$ cat config.mk
export PLATFORM = sky130hd
export DESIGN_NAME = rr_arb_mux_flat
export DESIGN_NICKNAME = d
export VERILOG_FILES = /design/src/rtl/rr_arb_mux_if.sv /design/src/rtl/rr_arb_mux.sv /design/src/flat_wrapper.sv
export SDC_FILE = /design/constraint.sdc
export NUM_CORES = 1
export LEC_CHECK = 0
export ABC_AREA = 1
export CAP_MARGIN = 0
export CORE_MARGIN = 1
export CORE_UTILIZATION = 44
export CTS_BUF_LIST = sky130_fd_sc_hd__clkbuf_2 sky130_fd_sc_hd__clkbuf_4 sky130_fd_sc_hd__clkbuf_8
export CTS_CLUSTER_DIAMETER = 60
export DETAILED_ROUTE_END_ITERATION = 12
export PLACE_DENSITY = 0.81
export RECOVER_POWER = 100
export SLEW_MARGIN = 20
export SYNTH_ARGS = -nofsm -noshare
export SYNTH_HDL_FRONTEND = slang
export SYNTH_SLANG_ARGS = --single-unit
$ cat constraint.sdc
create_clock -name clk -period 2.7 [get_ports clk]
set_input_delay 0.405 -clock clk [delete_from_list [all_inputs] [get_ports clk]]
set_output_delay 0.405 -clock clk [all_outputs]
set_load 0.01 [all_outputs]
$ cat src/rtl/rr_arb_mux_if.sv
// Handshake bundle for rr_arb_mux: N request channels in, one registered beat out.
// in_last/out_last are present only when RR_ARB_MUX_LOCK_EN is defined.
interface rr_arb_mux_if #(
    parameter int SIZE     = 4,
    parameter int CHANNELS = 4,
    parameter int SELW     = 2
);
    logic [CHANNELS*SIZE-1:0] in_data;
    logic [CHANNELS-1:0]      in_valid;
    logic [CHANNELS-1:0]      in_ready;
    logic [SIZE-1:0]          out_data;
    logic                     out_valid;
    logic                     out_ready;
    logic [SELW-1:0]          out_select;
`ifdef RR_ARB_MUX_LOCK_EN
    logic [CHANNELS-1:0]      in_last;
    logic                     out_last;

    modport master (
        input  in_data, in_valid, in_last, out_ready,
        output in_ready, out_data, out_valid, out_select, out_last
    );
    modport slave (
        output in_data, in_valid, in_last, out_ready,
        input  in_ready, out_data, out_valid, out_select, out_last
    );
`else
    modport master (
        input  in_data, in_valid, out_ready,
        output in_ready, out_data, out_valid, out_select
    );
    modport slave (
        output in_data, in_valid, out_ready,
        input  in_ready, out_data, out_valid, out_select
    );
`endif
endinterface

$ cat src/rtl/rr_arb_mux.sv
// N:1 registered mux with fixed-priority (MODE=0) or round-robin (MODE=1) grant.
// Define RR_ARB_MUX_LOCK_EN to hold the grant on one channel until its in_last beat.
module rr_arb_mux #(
    parameter int SIZE     = 4,
    parameter int CHANNELS = 4,
    parameter int SELW     = 2,
    parameter int MODE     = 1
) (
    input logic           clk,
    input logic           reset_n,
    rr_arb_mux_if.master  bus
);
    logic [SELW-1:0] ptr;
    logic [SELW-1:0] grant;
    logic [SELW-1:0] next_ptr;
    logic            any;
    logic            load;
    logic [SIZE-1:0] sel_data;

    logic [SIZE-1:0] data_p1;
    logic [SELW-1:0] select_p1;
    logic            vld_p1;
`ifdef RR_ARB_MUX_LOCK_EN
    logic            last_p1;
    logic            locked;
    logic [SELW-1:0] lock_ch;
`endif

    assign load = !vld_p1 || bus.out_ready;

    // Scan starts at ptr in round-robin mode, at channel 0 in fixed-priority mode.
    always_comb begin
        int idx;
        logic [SELW-1:0] idx_s;
        grant = '0;
        any   = 1'b0;
        idx   = 0;
        idx_s = '0;
`ifdef RR_ARB_MUX_LOCK_EN
        if (locked) begin
            grant = lock_ch;
            any   = bus.in_valid[lock_ch];
        end else begin
`else
        begin
`endif
            for (int k = 0; k < CHANNELS; k++) begin
                idx = (MODE == 1) ? int'(ptr) + k : k;
                if (idx >= CHANNELS) idx = idx - CHANNELS;
                idx_s = SELW'(idx);
                if (!any && bus.in_valid[idx_s]) begin
                    any   = 1'b1;
                    grant = idx_s;
                end
            end
        end
    end

    always_comb begin
        sel_data = '0;
        for (int i = 0; i < CHANNELS; i++) begin
            if (grant == SELW'(i)) sel_data = bus.in_data[i*SIZE +: SIZE];
        end
    end

    assign next_ptr     = (grant == SELW'(CHANNELS - 1)) ? '0 : grant + 1'b1;
    assign bus.in_ready = (reset_n && load && any) ? (CHANNELS'(1) << grant) : '0;

    // p0 -> p1: output register; a retiring beat and a new load share the same edge.
    always_ff @(posedge clk) begin
        if (!reset_n) begin
            vld_p1    <= 1'b0;
            data_p1   <= '0;
            select_p1 <= '0;
            ptr       <= '0;
`ifdef RR_ARB_MUX_LOCK_EN
            last_p1   <= 1'b0;
            locked    <= 1'b0;
            lock_ch   <= '0;
`endif
        end else if (load) begin
            vld_p1 <= any;
            if (any) begin
                data_p1   <= sel_data;
                select_p1 <= grant;
`ifdef RR_ARB_MUX_LOCK_EN
                last_p1   <= bus.in_last[grant];
                locked    <= !bus.in_last[grant];
                lock_ch   <= grant;
                if (MODE == 1 && bus.in_last[grant]) ptr <= next_ptr;
`else
                if (MODE == 1) ptr <= next_ptr;
`endif
            end
        end
    end

    assign bus.out_data   = data_p1;
    assign bus.out_select = select_p1;
    assign bus.out_valid  = vld_p1;
`ifdef RR_ARB_MUX_LOCK_EN
    assign bus.out_last   = last_p1;
`endif
endmodule

$ cat src/flat_wrapper.sv
// flat-port wrapper written by rule: the top's interface ports become plain ports
module rr_arb_mux_flat 
#(
    parameter int SIZE     = 4,
    parameter int CHANNELS = 4,
    parameter int SELW     = 2,
    parameter int MODE     = 1
)
  (clk, reset_n, bus_in_data, bus_in_valid, bus_out_ready, bus_in_ready, bus_out_data, bus_out_valid, bus_out_select);
  rr_arb_mux_if #(.SIZE(SIZE), .CHANNELS(CHANNELS), .SELW(SELW)) bus_i ();
  input logic clk;
  input logic reset_n;
  input wire logic [$bits(bus_i.in_data)-1:0] bus_in_data;
  input wire logic [$bits(bus_i.in_valid)-1:0] bus_in_valid;
  input wire logic [$bits(bus_i.out_ready)-1:0] bus_out_ready;
  output wire logic [$bits(bus_i.in_ready)-1:0] bus_in_ready;
  output wire logic [$bits(bus_i.out_data)-1:0] bus_out_data;
  output wire logic [$bits(bus_i.out_valid)-1:0] bus_out_valid;
  output wire logic [$bits(bus_i.out_select)-1:0] bus_out_select;
  assign bus_i.in_data = bus_in_data;
  assign bus_i.in_valid = bus_in_valid;
  assign bus_i.out_ready = bus_out_ready;
  assign bus_in_ready = bus_i.in_ready;
  assign bus_out_data = bus_i.out_data;
  assign bus_out_valid = bus_i.out_valid;
  assign bus_out_select = bus_i.out_select;
  rr_arb_mux #(.SIZE(SIZE), .CHANNELS(CHANNELS), .SELW(SELW), .MODE(MODE)) u_core (.clk(clk), .reset_n(reset_n), .bus(bus_i));
endmodule
==> impl_metrics.py <==
metrics = {
    "route": {
        "routed.top_layer": "met4",
        "wire_per_inst_um": 9.87,
        "drt_iter0_markers": 11,
        "wl_met2_mm": 1.12,
        "drt-total-wl_mm": 2.23,
        "vias_per_cell": 4.60,
        "drt-met1-wl_um": 997,
        "vias": 1039,
        "wl_met3_um": 82,
        "ant_nets": 0,
        "drc": 0,
        "drtPass1Iterations": 4,
    },
    "finish": {
        "final_cell_mix": "53 x nand2_1, 21 x clkdlybuf4s50_1, 17 x inv_1",
        "final_util": 0.774,
        "diodes": 0,
        "n_fill_cell": 146,
        "layout_commonest_cell": "nand2_1",
        "final_nets": 229,
        "synthToLayoutAreaGrowth_pct": 59.7,
        "fin_area_um2": 1370,
        "drive_above_1_share": 0.239,
    },
    "cts": {
        "cts_sinks": 9,
        "clock_path_buffers": 2,
        "path_clk_slew_ps": 50,
        "numCtsBuffers": 3,
        "htree_levels": 1,
        "root_buffer": "clkbuf_4",
        "insertion_delay_ps": 250,
        "cts_tree": "built",
    },
    "hold_path": {
        "hp-start": "u_core.bus.out_select[0]",
        "holdPathEnd": "u_core.bus.out_select[0]",
        "min_delay_path_depth": 2,
        "hp-class": "reg -> reg",
    },
    "flow_run": {
        "drv_cap": 0,
    },
    "floorplanning": {
        "initial_utilization": 0.484,
        "core_um2": 1760,
        "die_width_um": 46.1,
        "die_h_um": 46.1,
        "rows": 15,
        "dieArea_um2": 2120,
        "pin_count": 34,
    },
    "critical_path": {
        "rrSetupSlack_ps": 400,
        "critPathSlowestCell": "clkdlybuf4s50_1",
        "reg2regPathDepth": 20,
        "start_kind": "input port",
        "crit_required_ps": 2300,
        "path_common_cell": "inv_1",
        "critical_path.endpoint_type": "output pin",
        "cp_max_fo": 4,
        "worstPathCellList": "clkdlybuf4s50_1 > inv_1 > nand2_1 > nand3_2 > buf_4 > inv_1 > nand2_1 > nand3_1 > nand2_2 > inv_2 > ha_2 > inv_1 > nor2_1 > clkdlybuf4s15_2",
        "cpPeakStageDelay_ps": 470,
        "reg2reg_from": "u_core.ptr[0]",
        "cp_data_arrival_time_ps": 2180,
        "r2r-end": "u_core.bus.out_data[2]",
        "path_class": "in -> out",
    },
    "yosys": {
        "synth_cell_types": 16,
        "synth_warnings": 0,
        "synth-seq-area-share": 0.211,
        "synth_cells": 151,
        "avgSynthCellArea_um2": 5.66,
        "synth_area_um2": 855,
        "syn_nets": 178,
        "ys_seq_elements": 9,
    },
    "power": {
        "irDropWorstVdd_mv": 0.895,
        "p_leak_nw": 0.740,
        "pwr_density_cell_nw_per_um2": 1460,
    },
    "run_status": {
        "outcome": "completed",
    },
    "timing": {
        "rsz0062_at_grt": "true",
        "final-hold-violation-count": 0,
        "fmax_mhz": 386,
        "finalCriticalPeriod_ps": 2590,
        "hold_slack_ps": 461,
        "report.final.slew_viol_count": 0,
        "timing.final.crit_share": 0.959,
        "skew_ps": 1.65,
        "slew_headroom": 0.841,
        "tightest_slew_ps": 235,
        "finalSetupViolCount": 0,
    },
    "global_route": {
        "overflow": 0,
        "grt_use_total": 0.227,
        "antenna_found_initial": 0,
        "grt_max_degree": 13,
        "grt_first_pass_wirelength_mm": 3.47,
        "grt_pass1_vias": 873,
    },
    "placement": {
        "portBuffers": 33,
        "placed_area_um2": 1310,
        "dp_hpwl_mm": 1.79,
        "place_congestion": 0.926,
    },
}
worst max-delay path: cells and delay by family:
kind                     cells  cell delay [ps]
adder cells (fa/ha/maj)      1              180
buffers and inverters        7             1070
AND/OR/NAND/NOR              6              520
synth_stat cells, drive strengths merged:
cell type / instances / area share
nor2: 16 / 0.079
dfxtp: 9 / 0.21
buf: 3 / 0.040
a21oi: 7 / 0.041
nand3: 12 / 0.076
inv: 22 / 0.11
nand4: 1 / 0.0073
o21ai: 12 / 0.070
nand2: 65 / 0.31
ha: 4 / 0.059
final cells by class:
type	count	area, um2	share of cell area
Tap cell	25	31.3	0.0229
Timing Repair Buffer	49	452	0.331
Multi-Input combinational cell	117	581	0.425
Clock buffer	4	30.0	0.0220
Sequential cell	9	181	0.133
Inverter	22	90.1	0.0660
where the power goes:
group	internal, mW	total, mW	switching [mW]
logic	0.744	1.66	0.914
registers	0.193	0.227	0.0334
clock network	0.0667	0.109	0.0427
routing by layer:
layer | global-route usage | vias up
met5 | 0 | -
met4 | 0.106 | 0
met3 | 0.0353 | 4
met2 | 0.372 | 21
met1 | 0.289 | 447
li1 | - | 567
worst max-delay path by stage:
| stage | slack (ps) | start | endpoint | depth (start not counted) |
|---|---|---|---|---|
| detailed placement | -310 | bus_in_valid[2] | bus_in_ready[2] | 14 |
| global route | -6 | bus_in_valid[0] | bus_in_ready[2] | 14 |
| finish | 110 | bus_in_valid[3] | bus_in_ready[2] | 14 |
| CTS | 7 | bus_in_valid[2] | bus_in_ready[1] | 16 |
| floorplan | 650 | u_core.ptr[0] | u_core.bus.out_data[2] | 22 |
| global placement | -230 | bus_in_valid[3] | bus_in_ready[2] | 14 |
per-stage QoR:
| stage | power, mW | setup WS [ps] | TNS (ps) | instances |
|---|---|---|---|---|
| 4_1_cts | 1.93 | 6.95 | 0 | 225 |
| 3_5_place_dp | 1.83 | -314 | -1180 | 221 |
| 2_1_floorplan | 1.22 | 649 | 0 | 151 |
| 6_report | 1.99 | 111 | 0 | 226 |
| 5_1_grt | 2.22 | -5.69 | -5.69 | 226 |
| 3_3_place_gp | 1.79 | -232 | -774 | 221 |
timing repair:
item                                    CTS  global route
hold buffers                              0             0
endpoints found under the setup margin    4             7
gates resized for setup                   7            21
gates cloned                              0             0
pin swaps                                 0             4
buffers inserted                          0             1
state kept, by name, summed over array words and instances (netlist names):
| register | flops |
|---|---|
| u_core.bus.out_data | 4 |
| u_core.bus.out_select | 2 |
| u_core.bus.out_valid | 1 |
| u_core.ptr | 2 |
cell families (layout without fill, tap and decap cells):
group,count (synthesis),after routing,share of synthesized area
adder cells (fa/ha/maj),4,4,0.0586
AO/OA/AOI/OAI,19,19,0.111
buffers and inverters,25,75,0.145
AND/OR/NAND/NOR,94,94,0.474
flip-flops,9,9,0.211
No activity file was read; power rests on OpenSTA's default activity.
